--- src/rtl/dac_sched_pkg.sv ---
// Shared types and defaults for the DAC sample scheduler.
package dac_sched_pkg;

  localparam int WIDTH_DEF = 10;
  localparam int DIV_W_DEF = 8;
  localparam logic [WIDTH_DEF-1:0] MIDSCALE_DEF = 10'h200;

  typedef enum logic [1:0] {
    IDLE = 2'd0,
    LOAD = 2'd1,
    HOLD = 2'd2
  } sched_state_t;

endpackage

--- src/rtl/dac_sample_scheduler_rr_arb2.sv ---
// Two-way round-robin pick: on a tie the port that was not granted last wins.
module rr_arb2 (
  input  logic valid0,
  input  logic valid1,
  input  logic last_gnt,
  output logic pick,
  output logic any_valid
);

  always_comb begin
    any_valid = valid0 | valid1;
    if (valid0 && valid1) pick = ~last_gnt;
    else                  pick = valid1;
  end

endmodule

--- src/rtl/dac_sample_scheduler.sv ---
// Paces two sample requesters onto the DAC D bus, holding each code cfg_div+1 cycles.
// state | meaning
// IDLE  | waiting for enable and a valid requester
// LOAD  | one-cycle grant; transfer if the granted valid is still high
// HOLD  | code held on dac_d while hold_cnt runs down to zero
module dac_sample_scheduler
  import dac_sched_pkg::*;
#(
  parameter int               WIDTH    = WIDTH_DEF,
  parameter int               DIV_W    = DIV_W_DEF,
  parameter logic [WIDTH-1:0] MIDSCALE = WIDTH'(MIDSCALE_DEF)
) (
  input  logic             clk,
  input  logic             reset,
  input  logic             cfg_en,
  input  logic [DIV_W-1:0] cfg_div,
  input  logic             valid0,
  input  logic             valid1,
  input  logic [WIDTH-1:0] data0,
  input  logic [WIDTH-1:0] data1,
  output logic             ready0,
  output logic             ready1,
  output logic [WIDTH-1:0] dac_d,
  output logic             sample_strobe,
  output logic             underrun,
  output logic [7:0]       underrun_cnt
);

  localparam logic [DIV_W-1:0] CNT_ONE = DIV_W'(1);

  sched_state_t     state;
  logic             gnt;
  logic             last_gnt;
  logic             after_hold;
  logic [DIV_W-1:0] hold_cnt;
  logic             pick;
  logic             any_valid;
  logic             gnt_valid;

  rr_arb2 u_arb (
    .valid0    (valid0),
    .valid1    (valid1),
    .last_gnt  (last_gnt),
    .pick      (pick),
    .any_valid (any_valid)
  );

  assign gnt_valid = gnt ? valid1 : valid0;

  always_ff @(posedge clk or negedge reset) begin
    if (!reset) begin
      state         <= IDLE;
      gnt           <= 1'b0;
      last_gnt      <= 1'b1;
      after_hold    <= 1'b0;
      hold_cnt      <= '0;
      ready0        <= 1'b0;
      ready1        <= 1'b0;
      dac_d         <= MIDSCALE;
      sample_strobe <= 1'b0;
      underrun      <= 1'b0;
      underrun_cnt  <= 8'd0;
    end else begin
      sample_strobe <= 1'b0;
      underrun      <= 1'b0;
      case (state)
        IDLE: begin
          after_hold <= 1'b0;
          if (cfg_en && any_valid) begin
            gnt    <= pick;
            ready0 <= ~pick;
            ready1 <= pick;
            state  <= LOAD;
          end else if (cfg_en && after_hold) begin
            // only the first idle slot after a hold counts as a missed sample
            underrun <= 1'b1;
            if (underrun_cnt != 8'hFF) underrun_cnt <= underrun_cnt + 8'd1;
          end
        end
        LOAD: begin
          ready0 <= 1'b0;
          ready1 <= 1'b0;
          if (gnt_valid) begin
            dac_d         <= gnt ? data1 : data0;
            sample_strobe <= 1'b1;
            last_gnt      <= gnt;
            hold_cnt      <= cfg_div;
            state         <= HOLD;
          end else begin
            state <= IDLE;
          end
        end
        HOLD: begin
          if (hold_cnt == '0) begin
            after_hold <= 1'b1;
            state      <= IDLE;
          end else begin
            hold_cnt <= hold_cnt - CNT_ONE;
          end
        end
        default: state <= IDLE;
      endcase
    end
  end

endmodule

--- config.mk ---
export PLATFORM = sky130hd
export DESIGN_NAME = dac_sample_scheduler
export DESIGN_NICKNAME = d
export VERILOG_FILES = /design/src/rtl/dac_sched_pkg.sv /design/src/rtl/dac_sample_scheduler_rr_arb2.sv /design/src/rtl/dac_sample_scheduler.sv
export SDC_FILE = /design/constraint.sdc
export NUM_CORES = 1
export LEC_CHECK = 0
export ABC_AREA = 1
export ABC_CLOCK_PERIOD_IN_PS = 1400
export CORE_MARGIN = 3
export CORE_UTILIZATION = 44
export CTS_BUF_LIST = sky130_fd_sc_hd__clkbuf_4 sky130_fd_sc_hd__clkbuf_8
export CTS_CLUSTER_SIZE = 25
export DETAILED_ROUTE_END_ITERATION = 8
export HOLD_SLACK_MARGIN = 0.02
export PLACE_DENSITY_LB_ADDON = 0.05
export RECOVER_POWER = 25
export SYNTH_ARGS = -nofsm -noshare
export SYNTH_HDL_FRONTEND = slang
export SYNTH_SLANG_ARGS = --single-unit
--- constraint.sdc ---
create_clock -name clk -period 1.4 [get_ports clk]
set_clock_uncertainty 0.1 [all_clocks]
set_input_delay 0.28 -clock clk [delete_from_list [all_inputs] [get_ports clk]]
set_output_delay 0.28 -clock clk [all_outputs]
set_load 0.02 [all_outputs]
==> summary.txt, run 1 <==
status: finished with violations
violated checks: negative setup slack
Fillers: 287
Worst Path Buf+Inv: 3
starting density of the core: 0.4808
Die W: 70.90 um
via/cell ratio: 4.984
Worst slew margin: 0.4371
port bufs: 54
Post-Place Setup Slack: -0.3558 ns
Core Region: 0.003854 mm^2
GR Overflow Total: 0
hold path depth: 4
PwrDens: 1774 mW/mm^2
total detailed-routing wirelength: 4835 um
commonest cells after routing, fill and taps aside: 63 x nand2_1, 31 x dfrtp_1, 31 x buf_4, 30 x clkdlybuf4s50_1, 21 x nor2_1
area leader, netlist: dfrtp_1
clock root buffer: clkbuf_8
Hold WC Path Type: in -> reg
Final Critical Period: 1.463 ns
startpoint types: register
final critical-path setup slack: -0.06291 ns
# DRC: 0
fmax: 0.6836 GHz
sequential-to-total area share from yosys stat: 0.4740
Fin. Hold Viols: 0
dpl hpwl: 3250 um
multi-input logic area: 969.7 um^2
Tcrit/Tclk final: 1.045
maximum vdd drop: 0.001052 V
DR vias: 1,839
Max-Cap Viols: 0
DRT Pass-1 Iters: 4
clk sinks: 35
worst skew pair latency: 0.29 ns
Crit. End Element: register
Max FO, Critical Path: 4
Synth Net Count: 260
top post-synthesis cells by area: dfrtp_1 45%, nand2_1 14%, nor2_1 4.7%
Nets: 355
max-slew violation count: 0
vias in the first global route: 1,713
Slowest-stage cell, CP: dfrtp_1
layout cells sized above 1: 0.3271
Clock Pin Slew Worst Setup and Hold Paths: 0.07 ns
Ant. Diodes: 0
kind of cell adding the most delay to the critical path: flip-flops
synth unique cells: 28
final core occ: 0.7601
first-pass GRT wire length: 7907 um
Mapped Area: 0.001853 mm^2
final setup vio count: 8
Slew @ Worst Pin: 0.8443 ns
WP data arrival: 1.55 ns
placed cells: 353
Seq. cell area: 880.8 um^2
Pleak: 1.398 nW
worst-path cell chain: inv_2 -> ha_4 -> nand2_4 -> o21ai_4 -> buf_6 -> nand3_2 -> nand2_2 -> inv_1
post-route insts no fill: 369
CTS tree: done
initial antenna violation count: 0
CP required: 1.48 ns
Worst R2R Path Depth: 8
placer's final routability congestion estimate: 0.8697
Global Route Usage Sum: 0.2018
final instance area: 0.002929 mm^2
drt wl/cell: 13.10 um
crit-path max cell delay: 0.40 ns
TritonCTS buffer count: 5
post-synth top area share: 0.4456
Fin Setup TNS: -0.3013 ns
post-synthesis register bit count: 35
Post-DP Area: 0.002688 mm^2
ANT nets after route: 0
Critical Path Stages: 8
Syn Inst Count: 225
Tot Pwr: 5.196 mW
most common cell after layout, fill and taps aside: nand2_1
Avg Inst Size Synth: 8.236 um^2
Crit Path Class: reg -> reg
Die ar.: 0.005026 mm^2
Rows: 22
pin count of the biggest net entering global routing: 36
io pins: 55
clk buf depth: 2
setup repair after global routing missed its margin: yes
Synthesis Warnings: 0
Fin Hold WS: 0.3803 ns
Area Growth Syn to Fin: 58.07%
Die Y: 70.90 um
DRT iter0 DRCs: 124
hold_buf cts: 0
H-tree depth: 2
==> cell type report <==
| type | instances | share of cell area |
|---|---|---|
| multi-input combinational | 166 | 0.3311 |
| timing repair buffer | 93 | 0.2879 |
| clock buffer | 7 | 0.03076 |
| tap | 48 | 0.02050 |
| clock inverter | 1 | 0.001709 |
| sequential | 35 | 0.3007 |
| inverter | 19 | 0.02734 |
==> tightest hold or removal path, cell delays in order <==
cell and delay (ns):
dlygate4sd2_1 0.23, nor2_1 0.06, nand3_1 0.10, nor2_4 0.06
==> metal layers <==
| metal | track usage | share of wire |
|---|---|---|
| met5 | 0 | 0 |
| met4 | 0.08768 | 0.029 |
| met3 | 0.05114 | 0.068 |
| met2 | 0.3265 | 0.49 |
| met1 | 0.2556 | 0.41 |
==> power by group <==
group / switching [mW] / total, mW / internal (mW)
clock: 0.365 / 0.781 / 0.416
combinational: 1.57 / 2.80 / 1.23
sequential: 0.231 / 1.61 / 1.38
==> what timing repair did <==
item | 4_1_cts | 5_1_grt
endpoints found under the setup margin | 37 | 47
pin swaps | 7 | 12
setup buffers | 2 | 4
cloned | 2 | 0
gates resized for setup | 41 | 41
endpoints found under the hold margin | 0 | 0
==> synth_stat cells, drive strengths merged <==
master,count
a31oi,10
buf,4
clkbuf,2
dfrtp,33
dfstp,2
ha,2
inv,19
nand2,73
nand3,14
nand4,1
nor2,28
o211ai,1
o21ai,25
o31ai,1
or2,3
xnor2,7
==> registers in the layout, indices dropped and copies added (netlist names) <==
signal,cells
ready1,1
underrun_cnt,8
underrun,1
ready0,1
gnt,1
after_hold,1
last_gnt,1
hold_cnt,8
state,2
sample_strobe,1
dac_d,10
==> cells by family (layout without fill, tap and decap cells) <==
logic type,count (synthesis),after routing,synth area share
XOR/XNOR,7,7,0.03309
buffers and inverters,25,120,0.06617
AND/OR/NAND/NOR,119,120,0.2876
AO/OA/AOI/OAI,37,37,0.1256
adder cells (fa/ha/maj),2,2,0.01350
flip-flops,35,35,0.4740
==> path summary, 6_finish.rpt <==
check / start / end / slack, ns
worst max-delay path: hold_cnt[1] / hold_cnt[7] / -0.06
worst max register to register: hold_cnt[1] / hold_cnt[7] / -0.06
worst min-delay path: valid0 / underrun / 0.38
worst min register to register: dac_d[9] / dac_d[9] / 0.40
max in group asynchronous: reset / underrun_cnt[1] / 0.17
min in group asynchronous: reset / ready1 / 0.46
Power figures use the tool's default switching activity.
==> inputs of run 2 (changes only) <==
Settings changed: ABC_AREA 1 to unset, CORE_UTILIZATION 44 to 43.
==> summary.txt, run 2 <==
status: finished with violations
violated checks: negative setup slack
Crit. Startpoint: gnt
number of synthesized flops with an enable pin: 0
Clock Pin Slew Worst Setup and Hold Paths: 0.08 ns
Die Y: 69.32 um
Avg Inst Size Synth: 10.32 um^2
area leader, netlist: dfrtp_1
Worst R2R Path Depth: 6
Area Growth Syn to Fin: 80.04%
CP required: 1.47 ns
hold path depth: 3
Pleak: 1.366 nW
Tcrit/Tclk final: 1.108
Synthesis Warnings: 0
Largest regs: dac_d: 10 flops, hold_cnt: 8 flops, underrun_cnt: 8 flops
Rows: 22
Global Route Usage Sum: 0.2295
reg2reg end: hold_cnt[3]
Worst slew margin: 0.4156
Post-synth top flop: dfrtp_1
commonest cells in the netlist: 33 x dfrtp_1, 20 x nor2_1, 15 x a21oi_1, 15 x nand2_1, 14 x mux2i_1
initial antenna violation count: 0
CTS tree: done
clk sinks: 35
H-tree depth: 2
clock root buffer: clkbuf_8
Synth Net Count: 202
post-route insts no fill: 319
final instance area: 0.003104 mm^2
starting density of the core: 0.4572
Final Critical Period: 1.551 ns
layout cells sized above 1: 0.5129
Core Region: 0.003771 mm^2
top post-synthesis cells by area: dfrtp_1 48%, mux2i_1 8.1%, a21oi_1 4.4%
total detailed-routing wirelength: 5192 um
Post-Place Setup Slack: -0.5490 ns
final setup vio count: 27
Post-DP Area: 0.002614 mm^2
drt wl/cell: 16.28 um
worst hold start: valid1
GR Overflow Total: 0
hold_buf cts: 0
hold endpoint: last_gnt
Max-Cap Viols: 0
DRT iter0 DRCs: 64
vias in the first global route: 1,818
multi-input logic area: 0.001130 mm^2
Die W: 69.32 um
sequential-to-total area share from yosys stat: 0.5094
dpl hpwl: 3162 um
commonest cells after routing, fill and taps aside: 34 x buf_4, 30 x clkdlybuf4s50_1, 25 x dfrtp_1, 13 x nor2_4, 13 x mux2i_1
ANT nets after route: 0
worst skew pair latency: 0.29 ns
synth unique cells: 41
Max FO, Critical Path: 4
Slew @ Worst Pin: 0.8766 ns
Fillers: 207
clk buf depth: 2
Syn Inst Count: 167
Ant. Diodes: 0
final critical-path setup slack: -0.1510 ns
DRT Pass-1 Iters: 4
post-synth top area share: 0.4790
io pins: 55
maximum vdd drop: 0.001133 V
max-slew violation count: 0
Die ar.: 0.004805 mm^2
Seq. cell area: 888.4 um^2
most common cell in the netlist: dfrtp_1
Nets: 305
max reg flops: 10
fmax: 0.6447 GHz
pin count of the biggest net entering global routing: 36
Top reg by flops: dac_d
Fin. Hold Viols: 0
Fin Setup TNS: -1.350 ns
port bufs: 54
TritonCTS buffer count: 5
post-synthesis register bit count: 35
R2R setup slack: -0.15 ns
PwrDens: 1796 mW/mm^2
placer's final routability congestion estimate: 0.8577
Crit Path Class: reg -> reg
WP data arrival: 1.62 ns
setup repair after global routing missed its margin: yes
most common cell after layout, fill and taps aside: buf_4
Mapped Area: 0.001724 mm^2
placed cells: 293
via/cell ratio: 5.301
Hold WC Path Type: in -> reg
# DRC: 0
first-pass GRT wire length: 8790 um
Crit. End Element: register
share of flip-flops with an asynchronous set or reset: 1.000
startpoint types: register
DR vias: 1,691
RR Startpoint: gnt
run 2: worst max-delay path by stage:
stage	endpoint	slack (ns)	depth (start not counted)
after floorplan	underrun_cnt[1]	-0.08	4
after global placement	dac_d[1]	-0.47	6
after detailed placement	underrun_cnt[5]	-0.55	5
after CTS	hold_cnt[1]	-0.12	6
after global routing	hold_cnt[3]	-0.18	6
final	hold_cnt[3]	-0.15	6
run 2: area by class of cell:
cell class              instances  share of cell area
repair buffers                101              0.2958
clock buffers                   7             0.02701
multi-input cells             122              0.3640
well taps                      48             0.01935
inverters                       5            0.006046
flip-flops and latches         35              0.2862
clock inverters                 1            0.001612
run 2: logic make-up (layout without fill, tap and decap cells):
logic type,Yosys count,in the layout,synth area share
flip-flops,35,35,0.5094
adder cells (fa/ha/maj),2,2,0.01451
AO/OA/AOI/OAI,36,36,0.1364
multiplexers,15,15,0.08781
XOR/XNOR,8,8,0.04064
AND/OR/NAND/NOR,60,61,0.1821
buffers and inverters,11,114,0.02903
run 2: report_power, final:
group | internal (mW) | total (mW) | switching, mW
sequential | 1.37 | 1.74 | 0.368
combinational | 1.58 | 3.09 | 1.50
clock | 0.388 | 0.752 | 0.364
run 2: critical path, cell delays in order (launching register included):
cell	delay, ns
dfrtp_1	0.41
mux2i_4	0.29
nor2_4	0.09
buf_6	0.14
buf_6	0.13
a211oi_4	0.21
a211oi_2	0.07
run 2: through the flow:
stage / utilization / power, mW / hold WS, ns
floorplan: - / 2.964 / -0.1156
global placement: 0.6931 / 3.897 / 0.3704
detailed placement: 0.6931 / 3.976 / 0.3884
CTS: 0.8152 / 5.307 / 0.2675
global route: 0.8232 / 5.902 / 0.3966
finish: 0.8232 / 5.575 / 0.3959
run 2: what timing repair did:
item | 4_1_cts | 5_1_grt
setup endpoints to repair | 51 | 46
setup buffers | 16 | 3
pin swaps | 18 | 14
cloned | 3 | 0
resized for setup | 93 | 60
run 2: per-layer routing:
metal / vias up / share of wire / global-route usage
li1: 798 / - / -
met1: 808 / 0.40 / 0.2861
met2: 68 / 0.53 / 0.3877
met3: 17 / 0.049 / 0.05507
met4: 0 / 0.028 / 0.08026
met5: - / 0 / 0
==> inputs of run 3 (changes only) <==
Settings changed: SKIP_LAST_GASP set to 1.
==> summary.txt, run 3 (synthesis gave the netlist of run 2 again) <==
hold_buf cts: 0
max reg flops: 10
via/cell ratio: 5.275
starting density of the core: 0.4572
Die W: 69.32 um
PwrDens: 1767 mW/mm^2
WP data arrival: 1.65 ns
DRT iter0 DRCs: 74
startpoint types: register
final setup vio count: 26
layout cells sized above 1: 0.5000
worst skew pair latency: 0.29 ns
Crit Path Class: reg -> reg
max-slew violation count: 0
vias in the first global route: 1,778
Pleak: 1.383 nW
Worst slew margin: 0.4654
final core occ: 0.8265
maximum vdd drop: 0.001082 V
Largest regs: dac_d: 10 flops, hold_cnt: 8 flops, underrun_cnt: 8 flops
violated checks: negative setup slack
Fillers: 204
Final Critical Period: 1.532 ns
final critical-path setup slack: -0.1316 ns
Die ar.: 0.004805 mm^2
post-route insts no fill: 324
fmax: 0.6529 GHz
Clock Pin Slew Worst Setup and Hold Paths: 0.08 ns
Global Route Usage Sum: 0.2269
Fin Setup TNS: -1.335 ns
Fin Hold WS: 0.4009 ns
commonest cells after routing, fill and taps aside: 40 x buf_4, 30 x clkdlybuf4s50_1, 25 x dfrtp_1, 13 x mux2i_1
ANT nets after route: 0
crit-path max cell delay: 0.40 ns
placed cells: 293
Rows: 22
Worst Path Buf+Inv: 1
io pins: 55
port bufs: 54
CTS tree: done
Area Growth Syn to Fin: 80.77%
first-pass GRT wire length: 8687 um
total detailed-routing wirelength: 5241 um
TritonCTS buffer count: 5
clock root buffer: clkbuf_8
H-tree depth: 2
status: finished with violations
Tcrit/Tclk final: 1.094
Slowest-stage cell, CP: dfrtp_1
Crit. Startpoint: hold_cnt[1]
clk buf depth: 2
kind of cell adding the most delay to the critical path: simple AND/OR/NAND/NOR gates
# DRC: 0
worst-path cell chain: inv_2 -> ha_4 -> nor3b_4 -> a21oi_2 -> nor2_4 -> mux2i_1
clk sinks: 35
Max-Cap Viols: 0
worst hold start: underrun_cnt[7]
DR vias: 1,709
Core Region: 0.003771 mm^2
Hold WC Path Type: reg -> reg
Nets: 310
Crit. End Element: register
dpl hpwl: 3162 um
Ant. Diodes: 0
pin count of the biggest net entering global routing: 36
placer's final routability congestion estimate: 0.8577
DRT Pass-1 Iters: 4
RR Startpoint: hold_cnt[1]
GR Overflow Total: 0
Tot Pwr: 5.507 mW
Max FO, Critical Path: 4
Slew @ Worst Pin: 0.8019 ns
CP required: 1.52 ns
drt wl/cell: 16.18 um
Top reg by flops: dac_d
R2R setup slack: -0.13 ns
Fin. Hold Viols: 0
Die Y: 69.32 um
setup repair after global routing missed its margin: yes
most common cell after layout, fill and taps aside: buf_4
initial antenna violation count: 0
run 3: cell count changes in the layout (fill, tap and decap cells not counted), moves of 2 or more:
cell / delta
buf_4: +6
buf_6: -2
clkbuf_2: -3
dlygate4sd2_1: +5
run 3: metrics by stage:
step | worst slack, ns | instance area (um^2)
CTS | -0.1346 | 3052
global placement | -0.4717 | 2614
finish | -0.1316 | 3117
global route | -0.1860 | 3117
detailed placement | -0.5490 | 2614
floorplan | -0.08040 | 1823
run 3: worst register-to-register path: cells and delay by family (launching register included):
family	cells	cell delay, ns
buffers and inverters	1	0.08
AOI/OAI and AO/OA	1	0.12
muxes	1	0.20
adders and majority gates	1	0.13
DFF	1	0.40
and+or+nand+nor	2	0.42
run 3: path summary, 6_finish.rpt:
check                             endpoint  depth (start not counted)
hold reg to reg            underrun_cnt[7]                          1
setup reg to reg               hold_cnt[1]                          6
min in group asynchronous      hold_cnt[2]                          2
hold / removal             underrun_cnt[7]                          1
setup / recovery               hold_cnt[1]                          6
max in group asynchronous  underrun_cnt[4]                          2
run 3: timing repair:
item                                    4_1_cts  5_1_grt
gates cloned                                  3        0
hold endpoints to repair                      0        0
pin swaps                                    17        8
resized for setup                            75       55
setup buffers                                16        6
endpoints found under the setup margin       51       44
run 3: final cells by class:
cell class                      instances  area, um^2  share of cell area
Clock buffer                            7       83.83             0.02690
Clock inverter                          1       5.005            0.001606
Inverter                                5       18.77            0.006022
Multi-Input combinational cell        122        1102              0.3537
Sequential cell                        35       888.4              0.2850
Tap cell                               48       60.06             0.01927
Timing Repair Buffer                  106       958.4              0.3075
run 3: power breakdown:
| group | switching, mW | internal [mW] |
|---|---|---|
| sequential | 0.361 | 1.37 |
| clock | 0.362 | 0.388 |
| combinational | 1.47 | 1.55 |
| total | 2.19 | 3.31 |
run 3: per-layer routing:
metal	up-vias	global-route usage	routed length, um
met4	0	0.06291	57
met3	6	0.05217	299
met5	-	0	0
li1	807	-	-
met1	840	0.2875	2208
met2	56	0.3877	2676
